File: config.mk
export PLATFORM = sky130hd
export DESIGN_NAME = control_pipeline
export DESIGN_NICKNAME = d
export VERILOG_FILES = /design/src/rtl/cpu_control_pkg.sv /design/src/rtl/control_decoder.sv /design/src/rtl/control_pipeline.sv
export SDC_FILE = /design/constraint.sdc
export NUM_CORES = 1
export LEC_CHECK = 0
export ABC_AREA = 1
export CAP_MARGIN = 25
export CORE_MARGIN = 4
export CORE_UTILIZATION = 50
export DETAILED_ROUTE_END_ITERATION = 8
export PLACE_DENSITY = 0.83
export SLEW_MARGIN = 0
export SYNTH_ARGS = -nofsm -noshare
export SYNTH_HDL_FRONTEND = slang
export SYNTH_SLANG_ARGS = --single-unit
File: constraint.sdc
create_clock -name clock -period 3.3 [get_ports clock]
set_clock_uncertainty 0.2 [all_clocks]
set_input_delay 0.66 -clock clock [delete_from_list [all_inputs] [get_ports clock]]
set_output_delay 0.66 -clock clock [all_outputs]
set_load 0.005 [all_outputs]
File: src/rtl/cpu_control_pkg.sv
// Shared opcode, ALU-control and control-bundle definitions for the control pipeline.
package cpu_control_pkg;

    typedef enum logic [3:0] {
        OP_ADD  = 4'd0,
        OP_SUB  = 4'd1,
        OP_AND  = 4'd2,
        OP_OR   = 4'd3,
        OP_MOVI = 4'd4,
        OP_ADDI = 4'd5,
        OP_LDR  = 4'd6,
        OP_STR  = 4'd7,
        OP_B    = 4'd8,
        OP_BEQ  = 4'd9,
        OP_BNE  = 4'd10,
        OP_BLT  = 4'd11,
        OP_CMP  = 4'd12,
        OP_RS13 = 4'd13,
        OP_RS14 = 4'd14,
        OP_NOP  = 4'd15
    } opcodeT;

    typedef enum logic [2:0] {
        ALU_ADD  = 3'b000,
        ALU_SUB  = 3'b001,
        ALU_AND  = 3'b010,
        ALU_OR   = 3'b011,
        ALU_PASS = 3'b100
    } aluCtlT;

    typedef enum logic [1:0] {
        COND_AL = 2'd0,
        COND_EQ = 2'd1,
        COND_NE = 2'd2,
        COND_LT = 2'd3
    } condT;

    // Bit positions inside the {N,Z,V,C} flag register
    localparam int FLAG_N = 3;
    localparam int FLAG_Z = 2;
    localparam int FLAG_V = 1;
    localparam int FLAG_C = 0;

    typedef struct packed {
        logic   valid;
        aluCtlT aluCtl;
        logic   data2Sel;
        logic   memWrite;
        logic   memToReg;
        logic   regWrite;
        logic   branch;
        condT   cond;
        logic   setFlags;
    } ctlBundleT;

endpackage

File: src/rtl/control_decoder.sv
// Purely combinational opcode -> control bundle decode for the Decode stage.
module control_decoder
    import cpu_control_pkg::*;
#(
    parameter int OPCODEWIDTH = 4
) (
    input  logic [OPCODEWIDTH-1:0] opcode,
    output ctlBundleT              ctl
);

    logic upperClear;

    // Opcodes wider than four bits with any upper bit set fall through as NOP
    assign upperClear = ((opcode >> 4) == '0);

    always_comb begin
        ctl        = '0;
        ctl.aluCtl = ALU_ADD;
        ctl.cond   = COND_AL;
        if (upperClear) begin
            case (opcodeT'(opcode[3:0]))
                OP_ADD, OP_SUB, OP_AND, OP_OR: begin
                    ctl.valid    = 1'b1;
                    ctl.regWrite = 1'b1;
                    ctl.aluCtl   = aluCtlT'({1'b0, opcode[1:0]});
                    ctl.setFlags = (opcode[3:0] == OP_SUB);
                end
                OP_MOVI, OP_ADDI, OP_LDR: begin
                    ctl.valid    = 1'b1;
                    ctl.regWrite = 1'b1;
                    ctl.data2Sel = 1'b1;
                    ctl.aluCtl   = (opcode[3:0] == OP_MOVI) ? ALU_PASS : ALU_ADD;
                    ctl.memToReg = (opcode[3:0] == OP_LDR);
                end
                OP_STR: begin
                    ctl.valid    = 1'b1;
                    ctl.data2Sel = 1'b1;
                    ctl.memWrite = 1'b1;
                end
                OP_B, OP_BEQ, OP_BNE, OP_BLT: begin
                    ctl.valid    = 1'b1;
                    ctl.data2Sel = 1'b1;
                    ctl.branch   = 1'b1;
                    ctl.cond     = condT'(opcode[1:0]);
                end
                OP_CMP: begin
                    ctl.valid    = 1'b1;
                    ctl.aluCtl   = ALU_SUB;
                    ctl.setFlags = 1'b1;
                end
                default: ;
            endcase
        end
    end

endmodule

File: src/rtl/control_pipeline.sv
// Four-stage control path: decodes in D, carries the control bundle through E, M and WB,
// resolves branches in E against the flag register and redirects the PC from WB.
module control_pipeline
    import cpu_control_pkg::*;
#(
    parameter int OPCODEWIDTH = 4,
    parameter int COUNTWIDTH  = 16
) (
    input  logic                   clock,
    input  logic                   reset,
    input  logic [OPCODEWIDTH-1:0] opcodeD,
    input  logic                   N,
    input  logic                   Z,
    input  logic                   V,
    input  logic                   C,
    output logic                   obtainPCAsR1D,
    output logic                   data2SelectorE,
    output logic [2:0]             aluControlE,
    output logic                   writeDataEnableM,
    output logic                   resultSelectorWB,
    output logic                   writeEnableD,
    output logic                   PCSelectorF,
    output logic [COUNTWIDTH-1:0]  retiredCount
);

    ctlBundleT ctlD, slotE, slotM, slotWB;
    ctlBundleT nextE, nextM, nextWB;
    logic      takenM, takenWB;
    logic [3:0] flags;
    logic      killD, condMet, takenE, redirect;
    logic      unusedCtl;

    control_decoder #(.OPCODEWIDTH(OPCODEWIDTH)) decoder (
        .opcode (opcodeD),
        .ctl    (ctlD)
    );

    always_comb begin
        condMet = 1'b0;
        case (slotE.cond)
            COND_AL: condMet = 1'b1;
            COND_EQ: condMet = flags[FLAG_Z];
            COND_NE: condMet = ~flags[FLAG_Z];
            COND_LT: condMet = flags[FLAG_N] ^ flags[FLAG_V];
            default: condMet = 1'b0;
        endcase
    end

    assign takenE   = slotE.valid & slotE.branch & condMet;
    assign redirect = slotWB.valid & takenWB;

    // A redirect squashes everything younger than the branch; killD catches the one still in D
    always_comb begin
        nextE        = ctlD;
        nextE.valid  = ctlD.valid & ~redirect & ~killD;
        nextM        = slotE;
        nextM.valid  = slotE.valid & ~redirect;
        nextWB       = slotM;
        nextWB.valid = slotM.valid & ~redirect;
    end

    always_ff @(posedge clock or negedge reset) begin
        if (!reset) begin
            slotE        <= '0;
            slotM        <= '0;
            slotWB       <= '0;
            takenM       <= 1'b0;
            takenWB      <= 1'b0;
            flags        <= '0;
            killD        <= 1'b0;
            retiredCount <= '0;
        end else begin
            slotE   <= nextE;
            slotM   <= nextM;
            slotWB  <= nextWB;
            takenM  <= takenE;
            takenWB <= takenM;
            killD   <= redirect;
            if (slotE.valid && slotE.setFlags)
                flags <= {N, Z, V, C};
            if (slotWB.valid)
                retiredCount <= retiredCount + COUNTWIDTH'(1);
        end
    end

    assign obtainPCAsR1D    = ctlD.branch;
    assign data2SelectorE   = slotE.valid & slotE.data2Sel;
    assign aluControlE      = slotE.valid ? slotE.aluCtl : ALU_ADD;
    assign writeDataEnableM = slotM.valid & slotM.memWrite;
    assign resultSelectorWB = slotWB.valid & slotWB.memToReg;
    assign writeEnableD     = slotWB.valid & slotWB.regWrite;
    assign PCSelectorF      = redirect;

    // Bundle fields that are not consumed in the later stages
    assign unusedCtl = ^{flags[FLAG_C], slotM.aluCtl, slotM.data2Sel, slotM.memToReg,
                         slotM.regWrite, slotM.branch, slotM.cond, slotM.setFlags,
                         slotWB.aluCtl, slotWB.data2Sel, slotWB.memWrite, slotWB.branch,
                         slotWB.cond, slotWB.setFlags};

endmodule
==> results of run 1 <==
-- report_power, final --
part | internal, mW | switching [mW]
combinational | 0.148 | 0.111
clock | 0.101 | 0.144
sequential | 0.576 | 0.0846
-- layout make-up --
type | count | area share [%]
flip-flops and latches | 41 | 48.0
multi-input cells | 105 | 26.0
repair buffers | 33 | 15.2
inverters | 32 | 5.62
clock buffers | 7 | 2.57
well taps | 44 | 2.57
-- worst reg2reg max path: cells and delay by family (launching register included) --
| kind | cells | cell delay, ns |
|---|---|---|
| flip-flops | 1 | 0.44 |
| AND/OR/NAND/NOR | 3 | 0.41 |
| adder cells (fa/ha/maj) | 1 | 0.24 |
| XOR/XNOR | 1 | 0.14 |
| buffers and inverters | 1 | 0.05 |
-- Yosys cell counts --
library cell	n	area (um^2)
nand2_1	38	143
and3_1	1	6.26
nand3_1	8	40.0
xnor2_1	4	35.0
nand3_2	1	10.0
dfrtp_1	41	1030
nor3_1	6	30.0
a21oi_1	1	5.00
inv_1	32	120
nand4_1	6	37.5
nor2_4	2	22.5
buf_4	1	7.51
nand2_4	1	11.3
xor2_1	7	61.3
nor2_1	19	71.3
nor2_2	2	12.5
o21ai_0	5	25.0
mux2_2	3	33.8
ha_1	1	12.5
-- per-stage QoR --
| step | cells | setup slack, ns |
|---|---|---|
| final | 262 | 0.411 |
| after detailed placement | 255 | 0.425 |
| after CTS | 262 | 0.410 |
| after floorplan | 179 | 1.55 |
| after global placement | 255 | 0.437 |
| after global routing | 262 | 0.345 |
-- worst max-delay path by stage --
| stage | startpoint | end | slack, ns | cells past startpoint |
|---|---|---|---|---|
| floorplan | opcodeD[3] | obtainPCAsR1D | 1.55 | 2 |
| global placement | opcodeD[3] | obtainPCAsR1D | 0.44 | 4 |
| detailed placement | opcodeD[3] | obtainPCAsR1D | 0.42 | 4 |
| CTS | opcodeD[3] | obtainPCAsR1D | 0.41 | 4 |
| global route | opcodeD[3] | obtainPCAsR1D | 0.34 | 4 |
| finish | opcodeD[3] | obtainPCAsR1D | 0.41 | 4 |
-- metal layers --
layer | track usage (%) | up-vias | part of all wire, %
li1 | - | 625 | -
met3 | 4.22 | 8 | 5.3
met5 | 0 | - | 0
met1 | 15.0 | 563 | 43
met2 | 27.9 | 29 | 49
met4 | 8.38 | 0 | 2.6
-- cells by family after synthesis --
kind of cell / count (synthesis) / share of synthesized area [%]
adders and majority gates: 1 / 0.731
DFF: 41 / 60.0
AOI/OAI and AO/OA: 6 / 1.76
muxes: 3 / 1.97
xor gates and xnor gates: 11 / 5.63
and+or+nand+nor: 84 / 22.5
buffers and inverters: 33 / 7.46
-- flip-flops by register name, indices dropped and copies added (netlist names) --
signal        cells
retiredCount     16
nextM            11
flags             3
nextWB            3
slotWB            3
killD             1
slotE             1
slotM             1
takenM            1
takenWB           1
-- placed cells by master, fill, tap and decap left out, drive strengths merged --
master	n
dfrtp	41
nand2	39
inv	32
clkdlybuf4s50	32
nor2	23
nand3	9
xor2	7
clkbuf	7
nor3	6
nand4	6
o21ai	5
xnor2	4
mux2	3
a21oi	1
and3	1
ha	1
buf	1
==> metrics, run 1 <==
Buffers & Inverters on Critical Path 3; clock latency on the worst-skew pair between 0.3 and 0.4 ns; Num CTS Buffers 5; Peak Freq between 0.3 and 0.4 GHz; distinct cell type count of the synthesized netlist 19; post-route cell area 0.00214 mm^2; Synth Instances between 150 and 200; drt first pass iters 4; detailed placement HPWL roughly 2100 um; pins over their slew limit 0; Slew @ Worst Pin about 0.86 ns; cell at the root of the clock tree clkbuf_4; CP required around 2.4 ns; initial DRC count 75; worst r2r path cells 6; WHS Endpoint slotWB[5]; LEAKAGE ~1.1 nW; clock tree from TritonCTS yes; CP top delay family buffers and inverters; class of the tightest hold or removal check flop to flop; synthesized cell area around 0.0017 mm^2; Ports 35; Site Rows 20; core area roughly 0.0032 mm^2; DRT antenna net count 0; Placed Area around 0.0021 mm^2; Hold Path Stages 0; syn_area_per_cell roughly 9.6 um^2; CP max stage cell clkdlybuf4s50_1; Die Wd 66.5 um; Register Area 0.00103 mm^2; worst r2r src retiredCount[0]; crit end category primary output; Critical Path Fanout Max 4; period utilization between 80% and 90%; clk sink count slightly above 40; Ys Warns 0; routability congestion estimate 0.821; Vias/cell 4.68; Final Hold Vio Count 0; slack of the worst reg-to-reg path ~1.7 ns; wire length per cell 10.8 um; Die H about 66 um; Sum Neg Setup Slack 0 ns; Seq/Total Area, Yosys between 50% and 60%; first-pass GRT wire length roughly 4900 um; Clk pin slew, worst setup/hold paths around 0.10 ns; minimum clock period after layout ~2.9 ns; Startpoint Class primary input; grt ovf 0; Arrival @ worst endpoint roughly 2.0 ns; PostCTS Resize Cnt 0; Die Area between 0.004 and 0.005 mm^2; number of global-route vias before repair 1224; Max clock buf depth 2; #FFs+latches synth slightly above 40; initial core utilization 54.2%; DRC 0; number of port buffers 33; CP Cell Sequence clkdlybuf4s50_1 > inv_1 > nor2_1 > clkdlybuf4s50_1; H-tree depth 2; antenna violations before repair 0; CP Class primary input to primary output; # hold bufs at CTS 0; Slew HR between 40% and 50%; Post-Syn Nets 190; # diodes 0; RSZ-0062 raised after global routing no; R2R Path End retiredCount[10]; Max Cap Viol 0; Layout Area Growth over Synthesis 25.0%; total wire length ~2800 um; crit-path most repeated cell clkdlybuf4s50_1; area of the multi-input gates approximately 560 um^2; Final Core Density 67.8%; Hold Startpoint nextWB[5]; largest net degree at the start of global routing 42; final net count between 200 and 250; FILL cells about 260; total track usage between 15 and 20%; via count about 1200; status complete, no violations; hold_ws about 0.15 ns; Setup Buffers After CTS 0; layout cell share with drive strength beyond 1 between 7 and 8%; VDD IR max about 280 uV; Final Power around 1.2 mW; P per Cell Area roughly 540 mW/mm^2; crit-path max cell delay between 0.5 and 0.6 ns; endpoints failing setup 0
Power figures use the tool's default switching activity.
==> run 2: changes to the inputs <==
Settings changed: CORE_UTILIZATION 50 to 43, PLACE_DENSITY 0.83 to 0.74.
==> metrics, run 2 (synthesis gave the netlist of run 1 again) <==
largest net degree at the start of global routing 42 (unchanged); Die Wd 71.1 um (was 66.5 um); cell at the root of the clock tree clkbuf_8 (was clkbuf_4); RSZ-0062 raised after global routing no (unchanged); P per Cell Area 575 mW/mm^2 (was 545 mW/mm^2); Die Area 0.00505 mm^2 (was 0.00442 mm^2); clock tree from TritonCTS yes (unchanged); grt ovf 0 (unchanged); Max Cap Viol 0 (unchanged); Layout Area Growth over Synthesis 28.0% (was 25.0%); via count 1235 (was 1225); Die H 71.1 um (was 66.5 um); initial DRC count 45 (was 75); antenna violations before repair 0 (unchanged); Largest Register retiredCount (unchanged); endpoints failing setup 0 (unchanged); Final Hold Vio Count 0 (unchanged); met1 Use GR 13.4% (was 15.0%); minimum clock period after layout 2.90 ns (was 2.89 ns); period utilization 88.0% (was 87.5%); most common cell after layout, fill and taps aside dfrtp_1 (unchanged); Peak Freq 0.344 GHz (was 0.346 GHz); pins over their slew limit 0 (unchanged); clk sink count 41 (unchanged); Startpoint Class primary input (unchanged); GRT busiest layer met2 (unchanged); layout cell share with drive strength beyond 1 8.22% (was 7.34%); DRC 0 (unchanged); detailed placement HPWL 2140 um (was 2080 um); VDD IR max 281 uV (was 276 uV); core area 0.00374 mm^2 (was 0.00315 mm^2); Num CTS Buffers 5 (unchanged); final net count 229 (unchanged); Slew @ Worst Pin 0.852 ns (was 0.859 ns); Ports 35 (unchanged); Final Power 1.26 mW (was 1.16 mW); total wire length 2820 um (was 2830 um); routability congestion estimate 0.759 (was 0.821); Site Rows 22 (was 20); Clk pin slew, worst setup/hold paths 0.07 ns (was 0.10 ns); DRT antenna net count 0 (unchanged); GR Layer Usage met2 21.7% (was 27.9%); commonest non-fill, non-tap cells in the layout 41 x dfrtp_1, 38 x nand2_1, 32 x inv_1, 32 x clkdlybuf4s50_1, 19 x nor2_1 (unchanged); H-tree depth 2 (unchanged); status complete, no violations (unchanged); CP Class primary input to primary output (unchanged); # diodes 0 (unchanged); drt first pass iters 4 (unchanged); LEAKAGE 1.11 nW (was 1.09 nW); Critical Path Fanout Max 4 (unchanged); Sum Neg Setup Slack 0 ns (unchanged); CP required 2.44 ns (about the same); wire length per cell 10.6 um (was 10.8 um); Slew HR 43.2% (was 42.7%); Vias/cell 4.63 (was 4.68); Final Core Density 58.5% (was 67.8%); number of port buffers 33 (unchanged); post-route cell area 0.00219 mm^2 (was 0.00214 mm^2); Setup Buffers After CTS 0 (unchanged); Arrival @ worst endpoint 2.04 ns (was 2.03 ns); Max clock buf depth 2 (unchanged); first-pass GRT wire length 4890 um (was 4910 um); max FFs per register 16 (unchanged); class of the tightest hold or removal check flop to flop (unchanged); number of global-route vias before repair 1199 (was 1224); total track usage 12.2% (was 15.1%); initial core utilization 45.7% (was 54.2%); # hold bufs at CTS 0 (unchanged); crit end category primary output (unchanged); met3 Use GR 4.55% (was 4.22%); PostCTS Resize Cnt 0 (unchanged); clock latency on the worst-skew pair 0.28 ns (was 0.34 ns); Placed Area 0.00209 mm^2 (was 0.00208 mm^2)
==> run 2: metal layers <==
| metal | wire, um | vias to the layer above |
|---|---|---|
| met2 | 1440 | 26 |
| met3 | 151 | 4 |
| met1 | 1210 | 577 |
| met5 | 0 | - |
| li1 | - | 628 |
| met4 | 21 | 0 |
==> run 2: layout make-up <==
type	instances	area, um^2
clock buffers	7	96.3
inverters	32	120
multi-input cells	105	557
well taps	48	60.1
fillers	351	1550
repair buffers	33	325
clock inverters	1	5.00
flip-flops and latches	41	1030
==> run 2: path summary, 6_finish.rpt <==
path,slack [ns],to,cells past startpoint,startpoint
max,0.40,obtainPCAsR1D,4,opcodeD[3]
min,0.15,slotWB[4],0,nextWB[4]
max reg2reg,1.74,retiredCount[10],6,retiredCount[0]
min reg2reg,0.15,slotWB[4],0,nextWB[4]
max in group asynchronous,2.08,takenWB,1,reset
min in group asynchronous,0.28,retiredCount[5],1,reset
==> run 2: critical path, cell delays in order <==
cell and delay (ns):
clkdlybuf4s50_1 0.50, inv_1 0.08, nor2_1 0.24, clkdlybuf4s50_1 0.56
==> run 2: per-stage QoR <==
step / instances / setup slack (ns) / hold slack (ns)
floorplan: 179 / 1.55 / 0.131
global placement: 259 / 0.428 / 0.132
detailed placement: 259 / 0.392 / 0.136
CTS: 267 / 0.376 / 0.157
global route: 267 / 0.339 / 0.169
finish: 267 / 0.396 / 0.153
==> run 2: power breakdown <==
| part | internal (mW) | switching (mW) | total, mW |
|---|---|---|---|
| Combinational | 0.148 | 0.107 | 0.255 |
| Sequential | 0.577 | 0.0826 | 0.659 |
| Clock | 0.189 | 0.155 | 0.344 |
